===== src/rtl/mem_responder.sv =====
// Word-addressed memory slave with 1-cycle registered reads, collision/range flags and activity counters.
// Optional per-word even parity when MEM_PARITY_EN is defined.
module mem_responder #(
  parameter int ADDR_W        = 5,
  parameter int MEM_WORD_SIZE = 64,
  parameter int DEPTH         = 24,
  parameter int CNT_W         = 16
) (
  input  logic                     clk_i,
  input  logic                     rst_i,
  input  logic                     write,
  input  logic [ADDR_W-1:0]        w_addr,
  input  logic [MEM_WORD_SIZE-1:0] w_data,
  input  logic                     read,
  input  logic [ADDR_W-1:0]        r_addr,
  output logic [MEM_WORD_SIZE-1:0] r_data,
  output logic                     r_valid,
  output logic                     range_err,
  output logic                     collision,
  output logic [CNT_W-1:0]         rd_count,
`ifdef MEM_PARITY_EN
  input  logic                     inj_parity,
  output logic                     parity_err,
`endif
  output logic [CNT_W-1:0]         wr_count
);

`ifdef MEM_PARITY_EN
  localparam int STORE_W = MEM_WORD_SIZE + 1;
`else
  localparam int STORE_W = MEM_WORD_SIZE;
`endif

  localparam logic [ADDR_W:0] DEPTH_L = (ADDR_W + 1)'(DEPTH);
  localparam logic [CNT_W-1:0] CNT_MAX = '1;
  localparam logic [CNT_W-1:0] CNT_ONE = CNT_W'(1);

  typedef enum logic {
    IDLE = 1'b0,
    RESP = 1'b1
  } state_t;

  state_t r_state;
  state_t w_state_nxt;

  logic [STORE_W-1:0]       r_mem [DEPTH];
  logic [MEM_WORD_SIZE-1:0] r_rdata;
  logic                     r_coll;
  logic                     r_range;
  logic [CNT_W-1:0]         r_rd_cnt;
  logic [CNT_W-1:0]         r_wr_cnt;

  logic               w_wr_in_range;
  logic               w_rd_in_range;
  logic               w_same_addr;
  logic [STORE_W-1:0] w_store;
  logic [STORE_W-1:0] w_rd_word;

  assign w_wr_in_range = {1'b0, w_addr} < DEPTH_L;
  assign w_rd_in_range = {1'b0, r_addr} < DEPTH_L;
  assign w_same_addr   = write && read && (w_addr == r_addr);

`ifdef MEM_PARITY_EN
  // Stored bit makes the whole word even; inj_parity corrupts it on purpose.
  assign w_store = {(^w_data) ^ inj_parity, w_data};
`else
  assign w_store = w_data;
`endif

  // Write-first forwarding on a same-address collision.
  always_comb begin
    w_rd_word = '0;
    if (w_rd_in_range) begin
      if (w_same_addr) begin
        w_rd_word = w_store;
      end else begin
        w_rd_word = r_mem[r_addr];
      end
    end
  end

  // Array is deliberately left out of reset so contents survive it.
  always_ff @(posedge clk_i) begin
    if (rst_i && write && w_wr_in_range) begin
      r_mem[w_addr] <= w_store;
    end
  end

  always_ff @(posedge clk_i) begin
    if (!rst_i) begin
      r_state <= IDLE;
    end else begin
      r_state <= w_state_nxt;
    end
  end

  always_comb begin
    w_state_nxt = r_state;
    case (r_state)
      IDLE: if (read)  w_state_nxt = RESP;
      RESP: if (!read) w_state_nxt = IDLE;
      default:         w_state_nxt = IDLE;
    endcase
  end

  always_ff @(posedge clk_i) begin
    if (!rst_i) begin
      r_rdata  <= '0;
      r_coll   <= 1'b0;
      r_range  <= 1'b0;
      r_rd_cnt <= '0;
      r_wr_cnt <= '0;
    end else begin
      r_coll <= w_same_addr;
      if (read) begin
        r_rdata <= w_rd_word[MEM_WORD_SIZE-1:0];
        if (r_rd_cnt != CNT_MAX) r_rd_cnt <= r_rd_cnt + CNT_ONE;
      end
      if (write && (r_wr_cnt != CNT_MAX)) begin
        r_wr_cnt <= r_wr_cnt + CNT_ONE;
      end
      if ((read && !w_rd_in_range) || (write && !w_wr_in_range)) begin
        r_range <= 1'b1;
      end
    end
  end

`ifdef MEM_PARITY_EN
  logic r_par_err;

  always_ff @(posedge clk_i) begin
    if (!rst_i) begin
      r_par_err <= 1'b0;
    end else begin
      r_par_err <= read && w_rd_in_range && (^w_rd_word);
    end
  end

  assign parity_err = r_par_err;
`endif

  assign r_data    = r_rdata;
  assign r_valid   = (r_state == RESP);
  assign collision = r_coll;
  assign range_err = r_range;
  assign rd_count  = r_rd_cnt;
  assign wr_count  = r_wr_cnt;

endmodule


===== config.mk =====
export PLATFORM = sky130hd
export DESIGN_NAME = mem_responder
export DESIGN_NICKNAME = d
export VERILOG_FILES = /design/src/rtl/mem_responder.sv
export SDC_FILE = /design/constraint.sdc
export NUM_CORES = 2
export LEC_CHECK = 0
export ABC_AREA = 1
export CAP_MARGIN = 20
export CORE_UTILIZATION = 35
export CTS_CLUSTER_DIAMETER = 120
export DETAILED_ROUTE_END_ITERATION = 7
export GPL_TIMING_DRIVEN = 0
export SYNTH_ARGS = -nofsm -noshare
export SYNTH_HDL_FRONTEND = slang
export SYNTH_SLANG_ARGS = --single-unit

===== constraint.sdc =====
create_clock -name clk_i -period 4.1 [get_ports clk_i]
set_input_delay 0.615 -clock clk_i [delete_from_list [all_inputs] [get_ports clk_i]]
set_output_delay 0.615 -clock clk_i [all_outputs]
set_load 0.05 [all_outputs]

==> impl_metrics.ini <==
[floorplan]
fp.dieH_um = 450
dieArea_mm2 = 0.202
io_pins = 177
die_w_um = 450
start_util_pct = 35.4
row_count = 163
core_mm2 = 0.198

[setup_path]
worstPathMaxFanout = 20
r2r-start = wr_count[0]
rr_worst_depth = 9
path_cells = clkdlybuf4s50_1, inv_1, nor2_1, nand3_1, nor2_4, buf_16, buf_12, buf_16
path_delay_family = simple AND/OR/NAND/NOR gates
r2r_end = wr_count[7]
setup.worst_path.end_class = register
cp_slowest_cell = nor2_4
crit_type = in -> reg
startpoint_type = input port
crit_cells = 8
cpPeakStageDelay_ns = 0.91
arrival_ns = 3.99
crit_top_cell = buf_16
r2r_slack_ns = 2.03
cp.required_ns = 4.62
cp_num_buf_inv = 5

[timing]
fmax_mhz = 288
layout_min_cycle_time_ns = 3.48
clock_skew_ns = 0.0305
slew_headroom_pct = 18.2
timing.final.crit_share_pct = 84.8
finalHoldViolCount = 0
rsz0062_at_grt = false
fin_tns_setup_ns = 0
worstMarginPinSlew_ns = 1.23
postLayoutSetupSlackWorst_ns = 0.624
setup_viol = 0
drv_slew = 0

[logic_synthesis]
synth.largest_area_cell = edfxtp_1
synthCells = 6952
synth_top_area_share_pct = 65.8
synthDistinctLibCells = 24
seq_area_frac_synth_pct = 68.6
yosys.area_share.simple_pct = 22.0
synth_fa_ha_area_share_pct = 0.0357
syn_area_mm2 = 0.0701
synth_ff_type = edfxtp_1
muxShareOfSynthArea_pct = 0
yosys_warnings = 0
synth-seq-cells = 1635
synthArstFlopShare_pct = 0
yosys.area_share.xor_xnor_pct = 0.187
synthTopCellsByArea = edfxtp_1 66%, nand2_1 13%, nand3_1 7.5%
syn_nets = 7032
synth_compound_gate_area_share_pct = 1.25
synth_edf_count = 1536
synth_top_family_by_area = simple AND/OR/NAND/NOR gates
syn_area_per_cell_um2 = 10.1

[clock_network]
clk_latency_ns = 0.83
tritoncts = yes
cts_setup_buffers = 0
cts_buffers = 172
hold_buffers = 0
clock_path_buffers = 3
cts_root_buf = clkbuf_16
h-tree-depth = 4
clock-sinks = 1635
clkTransAtPathRegs_ns = 0.06
cts_resized = 0

[final_layout]
final_nets = 7455
fin_cells = 10200
final_common_cell = nand2_1
fin_area_mm2 = 0.0824
drive_above_1_share_pct = 7.01
syn_to_final_growth_pct = 17.5
final_cell_mix = 2,377 x nand2_1, 1,536 x edfxtp_1, 1,049 x nand3_1

[place]
port-buffer-count = 173
gp_congestion = 0.873
dp.cells = 9841
placed_area_mm2 = 0.0770
place_ws_ns = -0.134
dp.final_hpwl_mm = 155

[power_and_ir_drop]
vdd_ir_drop_max_uv = 344
p_per_area_mw_per_mm2 = 441
power_mw = 36.3
leakagePower_nw = 33.6

[detailed_routing]
vias = 50400
wl_per_cell_um = 22.0
drc_errors = 0
wl_mm = 224
antenna_left = 0
post_drt_via_cell_ratio = 4.96
drt-pass1-iter-count = 6
drt_iter0_markers = 5453

[global_route]
antenna_found_initial = 13
grt_pass1_wl_mm = 323
grt_max_degree = 26
grt_remaining_overflow = 0
track_usage_pct = 21.7
grt_pass1_vias = 48000

[worst_hold_path]
hold_end = r_data[53]
hold_start = r_data[53]
holdPathStages = 2
min_path_type = reg -> reg

[run_status]
outcome = finished, final reports clean

[flow_run]
cap_violations = 0
[cells by family (layout without fill, tap and decap cells)]
kind of cell / Yosys count / in the layout
and+or+nand+nor: 3760 / 3760
other: 0 / 7
AOI/OAI and AO/OA: 173 / 173
xor gates and xnor gates: 15 / 15
DFF: 1635 / 1635
buffers and inverters: 1367 / 1932
adders and majority gates: 2 / 2
[how the worst max path moves through the flow]
stage | from | slack (ns) | to
after floorplan | w_addr[4] | -0.18 | r_mem[0][0]
after global placement | rst_i | -4.83 | r_mem[20][11]
after detailed placement | rst_i | -0.13 | r_mem[6][26]
after CTS | rst_i | 0.74 | r_mem[6][25]
after global routing | rst_i | 0.57 | r_mem[6][25]
final | rst_i | 0.62 | r_mem[6][25]
[worst reg2reg max path, delay by kind of cell, from the launching register on]
| kind | cells | cell delay [ns] |
|---|---|---|
| adder cells (fa/ha/maj) | 1 | 0.27 |
| AO/OA/AOI/OAI | 1 | 0.07 |
| AND/OR/NAND/NOR | 5 | 0.57 |
| buffers and inverters | 2 | 0.57 |
| flip-flops | 1 | 0.44 |
[per-layer routing]
layer	vias up	wire length (um)	share of wire (%)	GRT usage, %
met5	-	36	0.016	0
met3	430	19000	8.5	4.12
met4	6	9510	4.2	9.32
met2	2308	107000	48	35.9
met1	24200	88800	40	27.7
li1	23400	-	-	-
[cells in the mapped netlist, types with 2 or more instances]
master,n
nand2_1,2378
edfxtp_1,1536
nand3_1,1049
inv_1,998
nor2_1,313
clkbuf_1,162
buf_2,140
dfxtp_1,99
a21oi_1,90
o21ai_0,78
buf_1,22
buf_4,22
buf_6,21
nor3_1,11
xor2_1,9
xnor2_1,6
nand4_1,5
o22ai_1,4
ha_1,2
inv_2,2
nand3b_1,2
[flip-flops by register name, summed over array words and instances (netlist names)]
signal,flops
r_mem,1536
r_data,64
rd_count,16
wr_count,16
collision,1
r_valid,1
range_err,1
[report_power, final]
part / internal, mW / leakage (nW) / switching [mW]
clock network: 8.60 / 2.65 / 6.58
registers: 18.4 / 14.6 / 0.0449
logic: 0.707 / 16.4 / 2.01
total: 27.7 / 33.6 / 8.64
[final cells by class]
type	instances	area [um2]
Sequential cell	1635	48100
Multi-Input combinational cell	3950	16700
Tap cell	2640	3300
Inverter	1000	3750
Antenna cell	7	17.5
Fill cell	18700	116000
Clock buffer	231	4690
Timing Repair Buffer	249	3350
Buffer	367	1810
Clock inverter	85	727
[stage by stage]
stage                     util, %  hold WS, ns
after floorplan                 -        0.679
after global placement       37.9        0.456
after detailed placement     38.8        0.455
after CTS                    41.6        0.464
after global routing         41.6        0.483
final                        41.6        0.464
Power figures use the tool's default switching activity.
